--- src/rtl/fir_tap_loader_pkg.sv ---
// ---------------------------------------------------------------------------
// fir_tap_pkg
// Shared types and helpers for the FIR tap loader.
//   loader_state_e : loader FSM states
//   TAP_IDX_W()    : width of a tap index for a given tap count
// ---------------------------------------------------------------------------
package fir_tap_pkg;

  typedef enum logic [2:0] {
    IDLE,
    FLUSH,
    STREAM,
    WAIT_DONE,
    DONE
  } loader_state_e;

  // Width needed to index num_taps entries (num_taps is always >= 2 here).
  function automatic int TAP_IDX_W(input int num_taps);
    return (num_taps > 1) ? $clog2(num_taps) : 1;
  endfunction

endpackage

--- src/rtl/fir_tap_loader_if.sv ---
// ---------------------------------------------------------------------------
// fir_tap_loader_if
// Bundles the host configuration port, the control/status flags and the
// valid/ready tap link to the FIR.
//   master : loader view (drives status, tap_dout, tap_dout_valid, fir_enable)
//   slave  : host + FIR view (drives writes, start, ready, done)
// ---------------------------------------------------------------------------
interface fir_tap_loader_if #(
  parameter int G_NUM_TAPS  = 16,
  parameter int G_TAP_WIDTH = 16
);
  localparam int ADDR_W = $clog2(G_NUM_TAPS) + 1;

  logic [ADDR_W-1:0]      cfg_wr_addr;
  logic [G_TAP_WIDTH-1:0] cfg_wr_data;
  logic                   cfg_wr_valid;
  logic                   cfg_wr_err;
  logic                   start;
  logic                   busy;
  logic                   load_ok;
  logic                   load_err;
  logic                   fir_enable;
  logic [G_TAP_WIDTH-1:0] tap_dout;
  logic                   tap_dout_valid;
  logic                   tap_dout_ready;
  logic                   tap_done_in;

  modport master (
    input  cfg_wr_addr, cfg_wr_data, cfg_wr_valid, start,
    input  tap_dout_ready, tap_done_in,
    output cfg_wr_err, busy, load_ok, load_err,
    output fir_enable, tap_dout, tap_dout_valid
  );

  modport slave (
    output cfg_wr_addr, cfg_wr_data, cfg_wr_valid, start,
    output tap_dout_ready, tap_done_in,
    input  cfg_wr_err, busy, load_ok, load_err,
    input  fir_enable, tap_dout, tap_dout_valid
  );
endinterface

--- src/rtl/fir_tap_loader_store.sv ---
// ---------------------------------------------------------------------------
// fir_tap_store
// Coefficient store: one write port, one synchronous read port with a single
// cycle of read latency. Contents survive reset.
//   clk       : clock
//   wr_en_i   : write strobe
//   wr_addr_i : write index
//   wr_data_i : write coefficient
//   rd_addr_i : read index (registered into rd_data_o on each edge)
//   rd_data_o : coefficient read on the previous edge
// ---------------------------------------------------------------------------
module fir_tap_store
  import fir_tap_pkg::*;
#(
  parameter int G_NUM_TAPS  = 16,
  parameter int G_TAP_WIDTH = 16,
  localparam int IDX_W      = TAP_IDX_W(G_NUM_TAPS)
) (
  input  logic                   clk,
  input  logic                   wr_en_i,
  input  logic [IDX_W-1:0]       wr_addr_i,
  input  logic [G_TAP_WIDTH-1:0] wr_data_i,
  input  logic [IDX_W-1:0]       rd_addr_i,
  output logic [G_TAP_WIDTH-1:0] rd_data_o
);

  logic [G_TAP_WIDTH-1:0] mem_q [G_NUM_TAPS];
  logic [G_TAP_WIDTH-1:0] rd_data_q;

  // Plain RAM behaviour with no reset so the host's coefficients are kept
  // across a loader reset; the read port is sampled every cycle.
  always_ff @(posedge clk) begin
    if (wr_en_i) begin
      mem_q[wr_addr_i] <= wr_data_i;
    end
    rd_data_q <= mem_q[rd_addr_i];
  end

  assign rd_data_o = rd_data_q;

endmodule

--- src/rtl/fir_tap_loader.sv ---
// ---------------------------------------------------------------------------
// fir_tap_loader
// Programs the FIR's coefficients: holds the FIR in restart (enable low) for
// a few cycles, streams every stored tap in index order over valid/ready,
// then waits for the FIR's tap-done flag with a timeout.
//   clk   : clock
//   reset : asynchronous, active-high reset
//   bus   : host writes/start/status and FIR tap link (master modport)
// ---------------------------------------------------------------------------
module fir_tap_loader
  import fir_tap_pkg::*;
#(
  parameter int G_NUM_TAPS     = 16,
  parameter int G_TAP_WIDTH    = 16,
  parameter int G_FLUSH_CYCLES = 2,
  parameter int G_DONE_TIMEOUT = 64
) (
  input  logic              clk,
  input  logic              reset,
  fir_tap_loader_if.master  bus
);

  localparam int IDX_W   = TAP_IDX_W(G_NUM_TAPS);
  localparam int ADDR_W  = $clog2(G_NUM_TAPS) + 1;
  localparam int FLUSH_W = $clog2(G_FLUSH_CYCLES + 1);
  localparam int TMO_W   = $clog2(G_DONE_TIMEOUT + 1);

  localparam logic [IDX_W-1:0]   LAST_IDX   = IDX_W'(G_NUM_TAPS - 1);
  localparam logic [ADDR_W-1:0]  ADDR_LIMIT = ADDR_W'(G_NUM_TAPS);
  localparam logic [FLUSH_W-1:0] FLUSH_INIT = FLUSH_W'(G_FLUSH_CYCLES - 1);
  localparam logic [TMO_W-1:0]   TMO_LAST   = TMO_W'(G_DONE_TIMEOUT - 1);

  loader_state_e        state_q, state_d;
  logic [IDX_W-1:0]     idx_q, idx_d;
  logic [FLUSH_W-1:0]   flush_cnt_q, flush_cnt_d;
  logic [TMO_W-1:0]     tmo_cnt_q, tmo_cnt_d;
  logic                 busy_q, busy_d;
  logic                 load_ok_q, load_ok_d;
  logic                 load_err_q, load_err_d;
  logic                 fir_en_q, fir_en_d;
  logic                 valid_q, valid_d;
  logic                 wr_err_q, wr_err_d;

  logic                   wr_accept;
  logic                   handshake;
  logic [IDX_W-1:0]       rd_addr;
  logic [G_TAP_WIDTH-1:0] rd_data;

  // Host writes only land while idle and in range; anything else is flagged
  // on the following cycle. The read address runs one step ahead on a
  // handshake so the next tap is already registered when idx advances.
  always_comb begin
    wr_accept = bus.cfg_wr_valid && (state_q == IDLE) && (bus.cfg_wr_addr < ADDR_LIMIT);
    wr_err_d  = bus.cfg_wr_valid && !wr_accept;
    handshake = valid_q && bus.tap_dout_ready;
    rd_addr   = idx_q;
    if (handshake && (idx_q != LAST_IDX)) begin
      rd_addr = idx_q + 1'b1;
    end
  end

  fir_tap_store #(
    .G_NUM_TAPS  (G_NUM_TAPS),
    .G_TAP_WIDTH (G_TAP_WIDTH)
  ) u_store (
    .clk       (clk),
    .wr_en_i   (wr_accept),
    .wr_addr_i (bus.cfg_wr_addr[IDX_W-1:0]),
    .wr_data_i (bus.cfg_wr_data),
    .rd_addr_i (rd_addr),
    .rd_data_o (rd_data)
  );

  // Next-state logic. The index is compared against the last tap rather than
  // relying on wrap-around, so any tap count works.
  always_comb begin
    state_d     = state_q;
    idx_d       = idx_q;
    flush_cnt_d = flush_cnt_q;
    tmo_cnt_d   = tmo_cnt_q;
    busy_d      = busy_q;
    load_ok_d   = load_ok_q;
    load_err_d  = load_err_q;
    fir_en_d    = fir_en_q;
    valid_d     = valid_q;
    unique case (state_q)
      IDLE: begin
        if (bus.start) begin
          state_d     = FLUSH;
          busy_d      = 1'b1;
          load_ok_d   = 1'b0;
          load_err_d  = 1'b0;
          fir_en_d    = 1'b0;
          flush_cnt_d = FLUSH_INIT;
          idx_d       = '0;
        end
      end
      FLUSH: begin
        if (flush_cnt_q == '0) begin
          state_d  = STREAM;
          fir_en_d = 1'b1;
          valid_d  = 1'b1;
          idx_d    = '0;
        end else begin
          flush_cnt_d = flush_cnt_q - 1'b1;
        end
      end
      STREAM: begin
        if (handshake) begin
          if (idx_q == LAST_IDX) begin
            state_d   = WAIT_DONE;
            valid_d   = 1'b0;
            tmo_cnt_d = '0;
          end else begin
            idx_d = idx_q + 1'b1;
          end
        end
      end
      WAIT_DONE: begin
        // A done flag seen on the final timeout cycle still counts as success.
        if (bus.tap_done_in) begin
          state_d   = DONE;
          load_ok_d = 1'b1;
        end else if (tmo_cnt_q == TMO_LAST) begin
          state_d    = DONE;
          load_err_d = 1'b1;
          fir_en_d   = 1'b0;
        end else begin
          tmo_cnt_d = tmo_cnt_q + 1'b1;
        end
      end
      DONE: begin
        state_d = IDLE;
        busy_d  = 1'b0;
      end
      default: begin
        state_d = IDLE;
      end
    endcase
  end

  // State register; reset drops the link and the FIR enable immediately.
  always_ff @(posedge clk or posedge reset) begin
    if (reset) begin
      state_q     <= IDLE;
      idx_q       <= '0;
      flush_cnt_q <= '0;
      tmo_cnt_q   <= '0;
      busy_q      <= 1'b0;
      load_ok_q   <= 1'b0;
      load_err_q  <= 1'b0;
      fir_en_q    <= 1'b0;
      valid_q     <= 1'b0;
      wr_err_q    <= 1'b0;
    end else begin
      state_q     <= state_d;
      idx_q       <= idx_d;
      flush_cnt_q <= flush_cnt_d;
      tmo_cnt_q   <= tmo_cnt_d;
      busy_q      <= busy_d;
      load_ok_q   <= load_ok_d;
      load_err_q  <= load_err_d;
      fir_en_q    <= fir_en_d;
      valid_q     <= valid_d;
      wr_err_q    <= wr_err_d;
    end
  end

  // The store has no reset, so the data path is gated by valid to present
  // zero whenever no tap is offered.
  assign bus.tap_dout       = valid_q ? rd_data : '0;
  assign bus.tap_dout_valid = valid_q;
  assign bus.fir_enable     = fir_en_q;
  assign bus.busy           = busy_q;
  assign bus.load_ok        = load_ok_q;
  assign bus.load_err       = load_err_q;
  assign bus.cfg_wr_err     = wr_err_q;

endmodule

--- src/flat_wrapper.sv ---
// flat-port wrapper written by rule: the top's interface ports become plain ports
module fir_tap_loader_flat import fir_tap_pkg::*;
#(
  parameter int G_NUM_TAPS     = 16,
  parameter int G_TAP_WIDTH    = 16,
  parameter int G_FLUSH_CYCLES = 2,
  parameter int G_DONE_TIMEOUT = 64
)
  (clk, reset, bus_cfg_wr_addr, bus_cfg_wr_data, bus_cfg_wr_valid, bus_start, bus_tap_dout_ready, bus_tap_done_in, bus_cfg_wr_err, bus_busy, bus_load_ok, bus_load_err, bus_fir_enable, bus_tap_dout, bus_tap_dout_valid);
  fir_tap_loader_if #(.G_NUM_TAPS(G_NUM_TAPS), .G_TAP_WIDTH(G_TAP_WIDTH)) bus_i ();
  input  logic clk;
  input  logic reset;
  input wire logic [$bits(bus_i.cfg_wr_addr)-1:0] bus_cfg_wr_addr;
  input wire logic [$bits(bus_i.cfg_wr_data)-1:0] bus_cfg_wr_data;
  input wire logic [$bits(bus_i.cfg_wr_valid)-1:0] bus_cfg_wr_valid;
  input wire logic [$bits(bus_i.start)-1:0] bus_start;
  input wire logic [$bits(bus_i.tap_dout_ready)-1:0] bus_tap_dout_ready;
  input wire logic [$bits(bus_i.tap_done_in)-1:0] bus_tap_done_in;
  output wire logic [$bits(bus_i.cfg_wr_err)-1:0] bus_cfg_wr_err;
  output wire logic [$bits(bus_i.busy)-1:0] bus_busy;
  output wire logic [$bits(bus_i.load_ok)-1:0] bus_load_ok;
  output wire logic [$bits(bus_i.load_err)-1:0] bus_load_err;
  output wire logic [$bits(bus_i.fir_enable)-1:0] bus_fir_enable;
  output wire logic [$bits(bus_i.tap_dout)-1:0] bus_tap_dout;
  output wire logic [$bits(bus_i.tap_dout_valid)-1:0] bus_tap_dout_valid;
  assign bus_i.cfg_wr_addr = bus_cfg_wr_addr;
  assign bus_i.cfg_wr_data = bus_cfg_wr_data;
  assign bus_i.cfg_wr_valid = bus_cfg_wr_valid;
  assign bus_i.start = bus_start;
  assign bus_i.tap_dout_ready = bus_tap_dout_ready;
  assign bus_i.tap_done_in = bus_tap_done_in;
  assign bus_cfg_wr_err = bus_i.cfg_wr_err;
  assign bus_busy = bus_i.busy;
  assign bus_load_ok = bus_i.load_ok;
  assign bus_load_err = bus_i.load_err;
  assign bus_fir_enable = bus_i.fir_enable;
  assign bus_tap_dout = bus_i.tap_dout;
  assign bus_tap_dout_valid = bus_i.tap_dout_valid;
  fir_tap_loader #(.G_NUM_TAPS(G_NUM_TAPS), .G_TAP_WIDTH(G_TAP_WIDTH), .G_FLUSH_CYCLES(G_FLUSH_CYCLES), .G_DONE_TIMEOUT(G_DONE_TIMEOUT)) u_core (.clk(clk), .reset(reset), .bus(bus_i));
endmodule
--- config.mk ---
export PLATFORM = sky130hd
export DESIGN_NAME = fir_tap_loader_flat
export DESIGN_NICKNAME = d
export VERILOG_FILES = /design/src/rtl/fir_tap_loader_pkg.sv /design/src/rtl/fir_tap_loader_if.sv /design/src/rtl/fir_tap_loader_store.sv /design/src/rtl/fir_tap_loader.sv /design/src/flat_wrapper.sv
export SDC_FILE = /design/constraint.sdc
export NUM_CORES = 1
export LEC_CHECK = 0
export BUFFER_PORTS_ARGS = -buffer_cell sky130_fd_sc_hd__buf_4
export CORE_ASPECT_RATIO = 1.2
export CORE_MARGIN = 5
export CORE_UTILIZATION = 43
export CTS_BUF_LIST = sky130_fd_sc_hd__clkbuf_16
export DETAILED_ROUTE_END_ITERATION = 12
export GPL_ROUTABILITY_DRIVEN = 1
export GPL_TIMING_DRIVEN = 0
export PLACE_DENSITY = 0.63
export SYNTH_ARGS = -nofsm -noshare
export SYNTH_HDL_FRONTEND = slang
export SYNTH_SLANG_ARGS = --single-unit
--- constraint.sdc ---
create_clock -name clk -period 2.6 [get_ports clk]
set_input_delay 0.13 -clock clk [delete_from_list [all_inputs] [get_ports clk]]
set_output_delay 0.13 -clock clk [all_outputs]
set_load 0.05 [all_outputs]
## Yosys cells after proc, flatten, opt, wreduce, memory -nomap -nowiden

Memories as Yosys holds them, arrays and structs flattened. A register that Yosys moved wholly into a read port is not among the register bits.
Cells that the tools add are included.

| word-level totals | value |
|---|---|
| register bits | 22 |
| memory bits (writable) | 256 |
| input port bits | 27 |
| output and inout port bits | 22 |
| logic and storage cells | 96 |
| memories | 1 |

| cells by class | value |
|---|---|
| add/subtract/negate cells | 3 |
| magnitude comparators | 1 |
| equality and inequality tests | 18 |
| multiplexer cells | 39 |
| reductions and logical operators | 24 |

Memories:

| memory | words | width | rd ports | clocked after Yosys merged registers in | write ports | line | text |
|---|---|---|---|---|---|---|---|
| u_core.u_store.mem_q | 16 | 16 | 1 | 1 | 1 | fir_tap_loader_store.sv:27 | `logic [G_TAP_WIDTH-1:0] mem_q [G_NUM_TAPS];` |

Operators with widths:

| cell | number |
|---|---|
| 7-bit two-way mux | 4 |
| 4-bit two-way mux | 5 |
| 5-bit AND reduction | 4 |
| 3-bit two-way mux | 6 |
| 16-bit two-way mux | 1 |
| 7-bit one-hot mux with 2 select lines | 1 |
| 1-bit two-way mux | 12 |
| 2-bit != test (second input constant) | 6 |
| 3-bit one-hot mux with 4 select lines | 1 |
| 4-bit one-hot mux with 3 select lines | 1 |
| 2-bit nonzero test | 5 |
| 2-bit by 1-bit != test with 1-bit output (second input constant) | 4 |
| 1-bit one-hot mux with 2 select lines | 4 |
| 4-bit AND reduction | 2 |
| 7-bit by 1-bit adder with 7-bit output (second input constant) | 1 |
| 7-bit by 6-bit equality test with 1-bit output (second input constant) | 1 |
| 3-bit by 2-bit equality test with 1-bit output (second input constant) | 2 |
| 3-bit AND reduction | 2 |
| 3-bit nonzero test | 2 |
| 1-bit logical AND | 5 |
| 5-bit < comparator (second input constant) | 1 |
| 4-bit by 1-bit adder with 4-bit output (second input constant) | 1 |
| 4-bit equality test (second input constant) | 1 |
| 2-bit two-way mux | 2 |
| other kinds (11) | 11 |

## Longest topological paths before layout

| logic depth | value |
|---|---|
| depth in word-level cells | 5 |
| depth in mapped cells | 9 |
| gate-level depth less buffers | 7 |

## Modules after synthesis

Synthesis repeated with hierarchy kept, for this count alone.

| second synthesis, totals | value |
|---|---|
| cell total of the unflattened synthesis | 584 |
| area total of the unflattened synthesis | 11424.7 um^2 |

Modules (own cells, without submodules):

| module | instances | cells an instance | area each (um^2) |
|---|---|---|---|
| fir_tap_store | 1 | 432 | 10042.1 |
| fir_tap_loader | 1 | 152 | 1382.6 |

## Worst setup path before layout

No wires, ideal clock.

| timing | value |
|---|---|
| path type | reg2reg |
| start point | register u_core.state_q[1] |
| end point | memory u_core.u_store.mem_q[0][0], enable pin |
| arrival | 2.448 ns |
| data required time | 2.191 ns |
| setup slack | -0.258 ns |
| cell stages (with the launch flop) | 6 |
| path buffers | 1 |
| path through | dfrtp_1 -> clkbuf_1 -> nor2_1 -> nand3_1 -> or3_1 -> nor3_1 |

| on the way | value |
|---|---|
| longest elaborated chain between the ends | 5 |

Ends and longest elaborated chain:

| what | line | text |
|---|---|---|
| start, declared | fir_tap_loader.sv:33 | `loader_state_e state_q, state_d;` |
| start signal, assigned | fir_tap_loader.sv:156 | `state_q <= state_d;` |
| 3-bit zero test | fir_tap_loader.sv:53 | `wr_accept = bus.cfg_wr_valid && (state_q == IDLE) && (bus.cfg_wr_addr < ADDR_LIMIT);` |
| 1-bit logical AND (2 in a row) | fir_tap_loader.sv:53 |  |
| 1-bit two-way mux | fir_tap_loader_store.sv:33 | `if (wr_en_i) begin` |
| 1-bit two-way mux (not written as such) | fir_tap_loader_store.sv:34 | `mem_q[wr_addr_i] <= wr_data_i;` |
| end, declared | fir_tap_loader_store.sv:27 |  |

No other way between the ends.

## Final worst setup path

| timing | value |
|---|---|
| start point | register u_core.idx_q[0] |
| end point | register u_core.u_store.rd_data_q[6] (netlist: u_core.u_store.rd_data_o[6]) (read register of u_core.u_store.mem_q) |

| on the way | value |
|---|---|
| longest elaborated chain between the ends | 3 |
| elaborated cells between the ends (all ways) | 4 |

Ends and longest elaborated chain:

| what | line | text |
|---|---|---|
| start, declared | fir_tap_loader.sv:34 | `logic [IDX_W-1:0] idx_q, idx_d;` |
| start signal, assigned | fir_tap_loader.sv:157 | `idx_q <= idx_d;` |
| parallel branches: the longest is 2 deep, another holds 4-bit by 1-bit adder with 4-bit output | -- |  |
| 4-bit two-way mux * | fir_tap_loader.sv:57 | `if (handshake && (idx_q != LAST_IDX)) begin` |
| end, declared | fir_tap_loader_store.sv:28 | `logic [G_TAP_WIDTH-1:0] rd_data_q;` |

Every way passes the cells marked *.
A chain may end at the register's enable or synchronous reset.

==> results.yml <==
outcome:
  run_status: "finished clean"
layout:
  number_of_diodes_added_for_antenna_fixing: 0
  post-route-cell-area_mm2: 0.0172
  mostFrequentLayoutCells: "256 x sky130_fd_sc_hd__edfxtp_1, 150 x sky130_fd_sc_hd__nand2_1, 110 x sky130_fd_sc_hd__nand4_1, 74 x sky130_fd_sc_hd__a21oi_1, 65 x sky130_fd_sc_hd__o211ai_1"
  nets: 1400
  drive_gt1_frac: 0.185
  layout_commonest_cell: "sky130_fd_sc_hd__edfxtp_1"
  areaGrowthSynthToFinish_pct: 19.3
worst_setup_path:
  r2r.worst_path.cells: 8
  critPathLaunch: "u_core.idx_q[0]$_DFFE_PP0P_"
  worst_setup_path_start_kind: "flop"
  cp.arrival_ps: 3020
  worst_r2r_endpoint: "u_core.u_store.rd_data_o[6]$_DFF_P_"
  critical_path.max_fanout: 10
  required_time_reported_for_the_critical_path_endpoint_ps: 3050
  crit_type: "flop to flop"
  ff2ff_setup_slack_ps: 40
  setup.worst_path.end_class: "flop"
  reg2reg_from: "u_core.idx_q[0]$_DFFE_PP0P_"
routing:
  route.detailed.drc: 0
  drt-vias-per-instance: 6.49
  detail_route.wirelength_mm: 48.5
  final_antenna_net_count: 0
  drtPass1Iterations: 7
  drt_first_iter_violations: 1419
  wl_per_cell_um: 26.3
  routed-via-count: 12000
global_route:
  antenna_found_initial: 0
  global_route.usage.total: 0.255
  gr-total-overflow: 0
  first_global_vias: 11800
  grt_pass1_wl_mm: 72.6
  grt_max_degree: 23
timing:
  grt_setup_unrepaired: "yes"
  final_worst_path_cycle_share: 0.986
  setup_violations: 0
  slew_violations: 0
  maxClockFrequency_ghz: 0.390
  tightestPinTransition_ps: 883
  timing.final.crit_period_ps: 2560
  final_hold_violations: 0
  finalClockSkew_ps: 9.07
  timing.max_slew.rel_slack: 0.411
  fin_worst_hold_slack_ps: 194
  totalNegativeSetupSlack_ps: 0
floorplanning:
  fp.dieH_um: 210
  core-area_mm2: 0.0331
  core.rowCount: 73
  die-width_um: 177
  io_pins: 49
  starting_density_of_the_core: 0.435
  design.die.area_mm2: 0.0372
clock_tree:
  cts.clk_slew.worst_paths_ps: 70
  cts.sinks: 294
  cts-htree-levels: 1
  tritoncts: "built"
  cts_buffers: 31
  clock_tree.buffer_depth: 3
  clock_insertion_delay_worst_skew_ps: 610
  clockRootBuffer: "sky130_fd_sc_hd__clkbuf_16"
power:
  total_leakage_power_uw: 0.00561
  design_power_total_uw: 14800
  p_clk_frac: 0.293
  switchingPower_uw: 5370
  vdd_ir_drop_max_v: 0.000553
  combinational_share_of_power: 0.335
  netSwitchingFraction: 0.363
  seqPwrFrac: 0.372
  power.density_cell_area_mw_per_mm2: 861
  internal-power_uw: 9410
flow_run:
  cap_violations: 0
worst_hold_path:
  worst_hold_path_type: "input port to flop"
  timing.hold.worst_path_depth: 3
  worstHoldEndpoint: "u_core.u_store.mem_q[14][9]$_DFFE_PP_"
  hold_sp: "bus_cfg_wr_addr[0]"
logic_synthesis:
  yosys_warnings: 0
  postSynthAreaPerCell_um2: 11.5
  dominantRegCellSynth: "sky130_fd_sc_hd__edfxtp_1"
  netlist-cell-type-count: 66
  sequential_share_of_the_synthesized_area: 0.595
  postSynthRegisterBits: 294
  synth_top_area_share: 0.534
  asyncSetResetFlopFracSynth: 0.0748
  netlist_instances: 1246
  post_synth_edffs: 256
  post_synth_main_area_contributors: "sky130_fd_sc_hd__edfxtp_1 53%, sky130_fd_sc_hd__nand4_1 4.8%, sky130_fd_sc_hd__nand2_1 3.9%"
  post-synth-top-area-cell: "sky130_fd_sc_hd__edfxtp_1"
  syn_nets: 1276
  synth_area_mm2: 0.0144
placement:
  place.gp.congestion: 0.893
  portBuffers: 47
  place_hpwl_mm: 32.8
  placedInstanceArea_mm2: 0.0157
[layer usage]
layer,routed length [um],vias up,share of wire,global-route usage
li1,-,5170,-,-
met1,18300,5941,0.38,0.332
met2,23700,720,0.49,0.428
met3,4430,143,0.091,0.0377
met4,2140,0,0.044,0.107
met5,0,-,0,0
[worst max path at each step]
stage	end	slack, ps	cells past startpoint
2_1_floorplan	u_core.u_store.mem_q[8][0]$_DFFE_PP_	170	5
3_3_place_gp	u_core.u_store.mem_q[4][6]$_DFFE_PP_	-770	5
5_1_grt	bus_tap_dout[7]	-20	5
4_1_cts	u_core.u_store.rd_data_o[2]$_DFF_P_	-6	8
6_report	u_core.u_store.rd_data_o[6]$_DFF_P_	40	8
3_5_place_dp	u_core.u_store.rd_data_o[8]$_DFF_P_	-260	8
[kinds of logic after synthesis]
logic type / count (synthesis) / synth area share
compound gates: 333 / 0.164
xor+xnor: 1 / 0.000609
fa+ha+maj: 3 / 0.00261
buf+inv: 127 / 0.0439
flops: 294 / 0.595
mux: 49 / 0.0344
simple gates: 439 / 0.160
[power groups by stage]
stage | Sequential (uW) | Combinational (uW) | Clock (uW)
finish | 5500 | 4960 | 4320
global route | 5530 | 5270 | 4540
CTS | 5500 | 4760 | 4370
detailed placement | 5600 | 4660 | 0
global placement | 5590 | 4570 | 0
floorplan | 5650 | 3030 | 0
[critical path, stage by stage, from the launching register on]
cell	delay, ps
sky130_fd_sc_hd__dfrtp_1	390
sky130_fd_sc_hd__ha_1	250
sky130_fd_sc_hd__nand3_2	220
sky130_fd_sc_hd__buf_2	310
sky130_fd_sc_hd__nand2_4	190
sky130_fd_sc_hd__buf_4	270
sky130_fd_sc_hd__a21oi_1	60
sky130_fd_sc_hd__o31ai_1	530
sky130_fd_sc_hd__nand4_1	170
[final cells by class]
cell class / count / area, um2
sequential: 294 / 8560
inverter: 7 / 26.3
multi-input combinational: 825 / 5470
clock buffer: 33 / 826
fill: 2977 / 15900
buffer: 120 / 653
clock inverter: 25 / 158
timing repair buffer: 91 / 913
tap: 450 / 563
[stage by stage]
| step | instances | worst slack (ps) | util |
|---|---|---|---|
| 2_1_floorplan | 1246 | 169 | - |
| 3_3_place_gp | 1743 | -773 | 0.463 |
| 3_5_place_dp | 1759 | -261 | 0.474 |
| 4_1_cts | 1841 | -6.46 | 0.513 |
| 5_1_grt | 1845 | -18.2 | 0.519 |
| 6_report | 1845 | 36.1 | 0.519 |
[sequential cells by signal, summed over array words and instances, names as in the netlist]
| name | count |
|---|---|
| u_core.bus.load_ok | 1 |
| u_core.idx_q | 4 |
| u_core.bus.tap_dout_valid | 1 |
| u_core.bus.cfg_wr_err | 1 |
| u_core.u_store.rd_data_o | 16 |
| u_core.flush_cnt_q | 2 |
| u_core.bus.fir_enable | 1 |
| u_core.state_q | 3 |
| u_core.u_store.mem_q | 256 |
| u_core.bus.load_err | 1 |
| u_core.bus.busy | 1 |
| u_core.tmo_cnt_q | 7 |
[repair_timing]
item,in CTS,in global routing
hold endpoints to repair,291,0
pin swaps,0,1
setup buffers,0,4
hold buffers,24,0
endpoints found under the setup margin,15,126
gates resized for setup,24,55
[synthesized netlist by cell type (15+ instances only)]
| cell | count |
|---|---|
| sky130_fd_sc_hd__a21oi_1 | 75 |
| sky130_fd_sc_hd__nand4_1 | 110 |
| sky130_fd_sc_hd__nor2_1 | 47 |
| sky130_fd_sc_hd__o22ai_1 | 16 |
| sky130_fd_sc_hd__o22a_1 | 31 |
| sky130_fd_sc_hd__nor4b_1 | 17 |
| sky130_fd_sc_hd__nand2_1 | 150 |
| sky130_fd_sc_hd__edfxtp_1 | 256 |
| sky130_fd_sc_hd__buf_2 | 45 |
| sky130_fd_sc_hd__dfrtp_1 | 22 |
| sky130_fd_sc_hd__a32oi_1 | 15 |
| sky130_fd_sc_hd__and2_1 | 21 |
| sky130_fd_sc_hd__o31ai_1 | 35 |
| sky130_fd_sc_hd__o211ai_1 | 65 |
| sky130_fd_sc_hd__mux2i_1 | 45 |
| sky130_fd_sc_hd__nor3_1 | 39 |
| sky130_fd_sc_hd__clkbuf_1 | 57 |
| sky130_fd_sc_hd__o21ai_0 | 28 |
| sky130_fd_sc_hd__dfxtp_1 | 16 |
Power figures use the tool's default switching activity.
